**config.mk**
```make
export PLATFORM = sky130hd
export DESIGN_NAME = twiddle_sched_flat
export DESIGN_NICKNAME = d
export VERILOG_FILES = /design/src/rtl/twiddle_sched_if.sv /design/src/rtl/twiddle_sched.sv /design/src/flat_wrapper.sv
export SDC_FILE = /design/constraint.sdc
export NUM_CORES = 1
export LEC_CHECK = 0
export ABC_AREA = 1
export BUFFER_PORTS_ARGS = -buffer_cell sky130_fd_sc_hd__buf_2
export CAP_MARGIN = 20
export CORE_MARGIN = 3
export CORE_UTILIZATION = 37
export DETAILED_ROUTE_END_ITERATION = 10
export PLACE_DENSITY = 0.58
export SYNTH_ARGS = -nofsm -noshare
export SYNTH_HDL_FRONTEND = slang
export SYNTH_SLANG_ARGS = --single-unit
```
**constraint.sdc**
```tcl
create_clock -name clk -period 4.3 [get_ports clk]
set_clock_uncertainty 0.2 [all_clocks]
set_input_delay 0 -clock clk [delete_from_list [all_inputs] [get_ports clk]]
set_output_delay 0 -clock clk [all_outputs]
set_load 0.02 [all_outputs]
```
**src/rtl/twiddle_sched_if.sv**
```systemverilog
// twiddle_sched_if
//   Groups the sample input stream, the twiddle ROM read request and the
//   multiplier-side outputs of one radix-2^2 SDF stage twiddle sequencer.
//   master : upstream/stimulus side (drives samples, observes outputs)
//   slave  : twiddle_sched itself
//   Signals:
//     in_valid, in_sop, in_re, in_im     sample stream into the sequencer
//     tw_addr, tw_rd                     twiddle ROM exponent address / strobe
//     mul_a_re, mul_a_im                 data aligned with ROM output
//     out_valid, out_sop, out_tw_one     flags aligned with multiplier output
//     sync_err                           sticky frame-misalignment flag
interface twiddle_sched_if #(
  parameter int WIDTH = 16,
  parameter int LOG_N = 6
);
  logic             in_valid;
  logic             in_sop;
  logic [WIDTH-1:0] in_re;
  logic [WIDTH-1:0] in_im;
  logic [LOG_N-1:0] tw_addr;
  logic             tw_rd;
  logic [WIDTH-1:0] mul_a_re;
  logic [WIDTH-1:0] mul_a_im;
  logic             out_valid;
  logic             out_sop;
  logic             out_tw_one;
  logic             sync_err;

  modport master (
    output in_valid, in_sop, in_re, in_im,
    input  tw_addr, tw_rd, mul_a_re, mul_a_im,
    input  out_valid, out_sop, out_tw_one, sync_err
  );

  modport slave (
    input  in_valid, in_sop, in_re, in_im,
    output tw_addr, tw_rd, mul_a_re, mul_a_im,
    output out_valid, out_sop, out_tw_one, sync_err
  );
endinterface

```
**src/rtl/twiddle_sched.sv**
```systemverilog
// twiddle_sched
//   Sequences the twiddle multiply of one radix-2^2 SDF stage. Tracks the
//   position m of each accepted sample inside the stage block (length
//   L = N >> 2*STAGE), derives the twiddle exponent e = (m mod L/4) * q'
//   with q' = {0,2,1,3}[m / (L/4)], and issues the ROM address e << 2*STAGE.
//   Sample data is delayed to meet the ROM output at the multiplier, and
//   valid / start-of-frame / unity-twiddle flags are delayed to meet the
//   multiplier output. All delay lines are free-running (no stall).
//   Ports:
//     clk    rising-edge clock
//     rst_n  asynchronous active-low reset
//     bus    twiddle_sched_if slave modport (see interface header)
module twiddle_sched #(
  parameter int WIDTH   = 16,
  parameter int LOG_N   = 6,
  parameter int STAGE   = 0,
  parameter int ROM_LAT = 1,
  parameter int MUL_LAT = 2
) (
  input logic             clk,
  input logic             rst_n,
  twiddle_sched_if.slave  bus
);

  localparam int unsigned LOGL   = LOG_N - 2 * STAGE;       // log2 of block length
  localparam int unsigned RW     = LOGL - 2;                // width of m mod L/4
  localparam int unsigned D_DATA = 1 + ROM_LAT;             // sample -> ROM data
  localparam int unsigned D_OUT  = 1 + ROM_LAT + MUL_LAT;   // sample -> multiplier out
  localparam logic [LOGL-1:0] R_MASK = LOGL'((1 << RW) - 1);

  // Position tracking and exponent generation
  logic [LOGL-1:0]  cnt_q, cnt_d;
  logic [LOGL-1:0]  m;
  logic [1:0]       q;
  logic [LOGL-1:0]  r;
  logic [LOGL-1:0]  e;
  logic [LOG_N-1:0] addr_d;
  logic             accept_sop;
  logic             tw_one_d;

  // Registered outputs and delay lines
  logic [LOG_N-1:0] tw_addr_q;
  logic             sync_err_q, sync_err_d;
  logic [WIDTH-1:0] re_pipe_q [D_DATA];
  logic [WIDTH-1:0] im_pipe_q [D_DATA];
  logic [D_OUT-1:0] vld_pipe_q;
  logic [D_OUT-1:0] sop_pipe_q;
  logic [D_OUT-1:0] one_pipe_q;

  always_comb begin
    // in_sop forces position 0 (also the resync path after misalignment)
    m          = bus.in_sop ? '0 : cnt_q;
    cnt_d      = bus.in_valid ? (m + LOGL'(1)) : cnt_q;
    accept_sop = bus.in_valid & bus.in_sop;
    sync_err_d = sync_err_q | (accept_sop & (cnt_q != '0));

    q = m[LOGL-1 -: 2];
    r = m & R_MASK;

    // e = r * q' with q' the bit-reversed quadrant index; r < L/4 so 3r fits
    unique case (q)
      2'd0:    e = '0;
      2'd1:    e = r << 1;
      2'd2:    e = r;
      default: e = (r << 1) + r;
    endcase

    addr_d   = LOG_N'(e) << (2 * STAGE);
    tw_one_d = bus.in_valid & (e == '0);
  end

  always_ff @(posedge clk or negedge rst_n) begin
    if (!rst_n) begin
      cnt_q      <= '0;
      tw_addr_q  <= '0;
      sync_err_q <= 1'b0;
    end else begin
      cnt_q      <= cnt_d;
      sync_err_q <= sync_err_d;
      // Address only moves on real reads, keeping the ROM bus quiet in gaps
      if (bus.in_valid) begin
        tw_addr_q <= addr_d;
      end
    end
  end

  always_ff @(posedge clk or negedge rst_n) begin
    if (!rst_n) begin
      for (int unsigned i = 0; i < D_DATA; i++) begin
        re_pipe_q[i] <= '0;
        im_pipe_q[i] <= '0;
      end
    end else begin
      re_pipe_q[0] <= bus.in_re;
      im_pipe_q[0] <= bus.in_im;
      for (int unsigned i = 1; i < D_DATA; i++) begin
        re_pipe_q[i] <= re_pipe_q[i-1];
        im_pipe_q[i] <= im_pipe_q[i-1];
      end
    end
  end

  always_ff @(posedge clk or negedge rst_n) begin
    if (!rst_n) begin
      vld_pipe_q <= '0;
      sop_pipe_q <= '0;
      one_pipe_q <= '0;
    end else begin
      vld_pipe_q <= {vld_pipe_q[D_OUT-2:0], bus.in_valid};
      sop_pipe_q <= {sop_pipe_q[D_OUT-2:0], accept_sop};
      one_pipe_q <= {one_pipe_q[D_OUT-2:0], tw_one_d};
    end
  end

  // The first valid tap doubles as the ROM read strobe
  assign bus.tw_addr    = tw_addr_q;
  assign bus.tw_rd      = vld_pipe_q[0];
  assign bus.mul_a_re   = re_pipe_q[D_DATA-1];
  assign bus.mul_a_im   = im_pipe_q[D_DATA-1];
  assign bus.out_valid  = vld_pipe_q[D_OUT-1];
  assign bus.out_sop    = sop_pipe_q[D_OUT-1];
  assign bus.out_tw_one = one_pipe_q[D_OUT-1];
  assign bus.sync_err   = sync_err_q;

endmodule

```
**src/flat_wrapper.sv**
```systemverilog
// flat-port wrapper written by rule: the top's interface ports become plain ports
module twiddle_sched_flat 
#(
  parameter int WIDTH   = 16,
  parameter int LOG_N   = 6,
  parameter int STAGE   = 0,
  parameter int ROM_LAT = 1,
  parameter int MUL_LAT = 2
)
  (clk, rst_n, bus_in_valid, bus_in_sop, bus_in_re, bus_in_im, bus_tw_addr, bus_tw_rd, bus_mul_a_re, bus_mul_a_im, bus_out_valid, bus_out_sop, bus_out_tw_one, bus_sync_err);
  twiddle_sched_if #(.WIDTH(WIDTH), .LOG_N(LOG_N)) bus_i ();
  input logic clk;
  input logic rst_n;
  input wire logic [$bits(bus_i.in_valid)-1:0] bus_in_valid;
  input wire logic [$bits(bus_i.in_sop)-1:0] bus_in_sop;
  input wire logic [$bits(bus_i.in_re)-1:0] bus_in_re;
  input wire logic [$bits(bus_i.in_im)-1:0] bus_in_im;
  output wire logic [$bits(bus_i.tw_addr)-1:0] bus_tw_addr;
  output wire logic [$bits(bus_i.tw_rd)-1:0] bus_tw_rd;
  output wire logic [$bits(bus_i.mul_a_re)-1:0] bus_mul_a_re;
  output wire logic [$bits(bus_i.mul_a_im)-1:0] bus_mul_a_im;
  output wire logic [$bits(bus_i.out_valid)-1:0] bus_out_valid;
  output wire logic [$bits(bus_i.out_sop)-1:0] bus_out_sop;
  output wire logic [$bits(bus_i.out_tw_one)-1:0] bus_out_tw_one;
  output wire logic [$bits(bus_i.sync_err)-1:0] bus_sync_err;
  assign bus_i.in_valid = bus_in_valid;
  assign bus_i.in_sop = bus_in_sop;
  assign bus_i.in_re = bus_in_re;
  assign bus_i.in_im = bus_in_im;
  assign bus_tw_addr = bus_i.tw_addr;
  assign bus_tw_rd = bus_i.tw_rd;
  assign bus_mul_a_re = bus_i.mul_a_re;
  assign bus_mul_a_im = bus_i.mul_a_im;
  assign bus_out_valid = bus_i.out_valid;
  assign bus_out_sop = bus_i.out_sop;
  assign bus_out_tw_one = bus_i.out_tw_one;
  assign bus_sync_err = bus_i.sync_err;
  twiddle_sched #(.WIDTH(WIDTH), .LOG_N(LOG_N), .STAGE(STAGE), .ROM_LAT(ROM_LAT), .MUL_LAT(MUL_LAT)) u_core (.clk(clk), .rst_n(rst_n), .bus(bus_i));
endmodule
```
==> metrics.txt <==
Pre-antenna DRT Iters 5; Inst Count DP 374; Fmax achieved 0.529 GHz; mapped cell area 0.00300 mm²; VDD IR max roughly 0.12 mV; CTS buffer count 9; Die Width between 90 and 100 µm; Post-Route WL 5.19 mm; hold_ws 94.5 ps; Final setup violation count 0; RePlAce Congestion 0.893; CTS sink cnt 89; Crit path arrival time 1970 ps; final setup TNS 0 ps; CP required 4370 ps; Clock Tree Root clkbuf_8; Yosys warning count 0; Slew Limit Fails 0; Top FF cell, synth dfrtp_1; cts repair resizes 0; port bufs approximately 80; vias in the first global route 1704; initial antenna violation count 0; fin nets 357; Hold Fails Final Rpt 0; slew margin rel. 76.0%; final worst-path cycle share 44.0%; number of enable flip-flop cells after synthesis 0; Die Height 96.1 µm; synthesized area per cell between 10 and 15 µm²; Yosys top cell by area dfrtp_1; P&R area growth vs syn 27.2%; clock slew at reported path FFs 90 ps; Critical Path Fanout Max 9; final instance area 0.00382 mm²; Post-Place Worst Slack 2450 ps; Synth top cells by count dfrtp_1 (89), nand2_1 (39), buf_4 (32), nor2_1 (15), inv_1 (12); gr usage total roughly 12%; largest net degree at the start of global routing 90; worst-case clock buffer depth 2; FF+latch count, synth ~90; outcome finished, final reports clean; Area contributors post-synth dfrtp_1 (74%), buf_4 (8.0%), nand2_1 (4.9%); LEAKAGE 1.89 nW; via count 1812; H-Tree Depth 3; ANT nets after route 0; Max Cap Viol 0; # IOs 79; CP startpoint kind flip-flop; Syn Inst Count 232; fin cells 426; dpl hpwl 3.29 mm; CTS tree done; share of cells above drive strength 1 31.8%; register area share after synthesis 74.1%; Setup Crit Path Kind reg2reg; cell with the most instances after synthesis dfrtp_1; placed cell area 0.00324 mm²; first-pass GRT wire length between 7 and 8 mm; count of cell types in the netlist 24; power density cells 420 mW/mm²; synthesized net count 269; share of the synthesized area in the top cell type 74.1%; wire length per cell about 12 µm; Async SR Flop Fraction 100%; Initial Util between 30% and 40%; measured slew at the worst slew-check pin 360 ps; RSZ-0062 raised after global routing no; worst skew pair latency 340 ps; minimum clock period 1890 ps; CORE AREA 0.00781 mm²; Via density 4.25; die area between 0.009 and 0.01 mm²; worst min path class in2reg; residual DRC count 0; worst setup margin 2410 ps; ANT cells 0; CP Capture Type flip-flop; DR iter-0 viols 66; total grt overflow 0; num rows 32
-- per-stage QoR --
stage,util (%),power [mW]
floorplan,-,1.01
global placement,41.5,1.04
detailed placement,41.5,1.05
CTS,48.5,1.64
global route,49.0,1.69
finish,49.0,1.61
-- timing repair --
item,4_1_cts,5_1_grt
setup buffers,0,0
endpoints found under the hold margin,135,19
hold buffers,35,1
-- critical path: stages (launching register included) --
cell	delay, ps
dfrtp_1	510
inv_2	90
nor2_2	170
a21oi_1	100
ha_1	300
nand4_1	90
nand3_1	100
nor2_1	100
nand3_1	80
nor2_1	80
-- flip-flops by register name, summed over array words and instances, names as in the netlist --
signal	flops
u_core.one_pipe_q	4
u_core.re_pipe_q	16
u_core.bus.tw_addr	6
u_core.sop_pipe_q	4
u_core.cnt_q	6
u_core.bus.sync_err	1
u_core.bus.mul_a_re	16
u_core.bus.mul_a_im	16
u_core.im_pipe_q	16
u_core.vld_pipe_q	4
-- logic make-up after synthesis --
group                    share of synthesized area (%)
XOR/XNOR                                         0.875
AND/OR/NAND/NOR                                   11.2
buffers and inverters                             11.4
adder cells (fa/ha/maj)                          0.416
flip-flops                                        74.1
AO/OA/AOI/OAI                                     1.96
-- layout make-up --
class                           instances  area [µm²]
Clock buffer                            9         124
Clock inverter                          6        67.6
Fill cell                             707        3990
Inverter                               16        60.1
Multi-Input combinational cell         89         435
Sequential cell                        89        2230
Tap cell                              102         128
Timing Repair Buffer                  115         781
-- report_power, final --
group / internal [mW] / switching (mW)
sequential: 0.879 / 0.0257
combinational: 0.0641 / 0.0871
clock: 0.268 / 0.281
-- path summary, 6_finish.rpt --
check / startpoint / endpoint / slack (ps) / cells past startpoint
max: u_core.cnt_q[2]$_DFFE_PN0P_ / u_core.one_pipe_q[0]$_DFF_PN0_ / 2410 / 9
min: bus_in_im[0] / u_core.im_pipe_q[16]$_DFF_PN0_ / 90 / 2
max reg2reg: u_core.cnt_q[2]$_DFFE_PN0P_ / u_core.one_pipe_q[0]$_DFF_PN0_ / 2410 / 9
min reg2reg: u_core.re_pipe_q[28]$_DFF_PN0_ / u_core.bus.mul_a_re[12]$_DFF_PN0_ / 150 / 0
max in group asynchronous: rst_n / u_core.bus.tw_addr[4]$_DFFE_PN0P_ / 2870 / 4
min in group asynchronous: rst_n / u_core.im_pipe_q[17]$_DFF_PN0_ / 430 / 3
-- layer usage --
| layer | share of wire [%] | track usage, % | up-vias |
|---|---|---|---|
| met5 | 0 | 0 | - |
| met4 | 1.8 | 5.09 | 0 |
| met3 | 8.3 | 4.61 | 13 |
| met2 | 49 | 19.0 | 84 |
| met1 | 40 | 13.1 | 853 |
| li1 | - | - | 862 |
-- placed cells by master (no fill, tap or decap), types with 2 or more instances in the layout --
| cell | Yosys | final |
|---|---|---|
| dfrtp_1 | 89 | 89 |
| buf_2 | 3 | 77 |
| nand2_1 | 39 | 39 |
| dlygate4sd3_1 | 0 | 36 |
| nor2_1 | 15 | 15 |
| inv_1 | 12 | 12 |
| nand3_1 | 9 | 9 |
| clkbuf_8 | 0 | 9 |
| o21ai_0 | 6 | 6 |
| nand4_1 | 4 | 4 |
| inv_2 | 3 | 3 |
| nand3_2 | 3 | 3 |
| xor2_1 | 3 | 3 |
| o21ai_1 | 2 | 2 |
| inv_6 | 0 | 2 |
| clkinvlp_4 | 0 | 2 |
No activity file was read; power rests on OpenSTA's default activity.
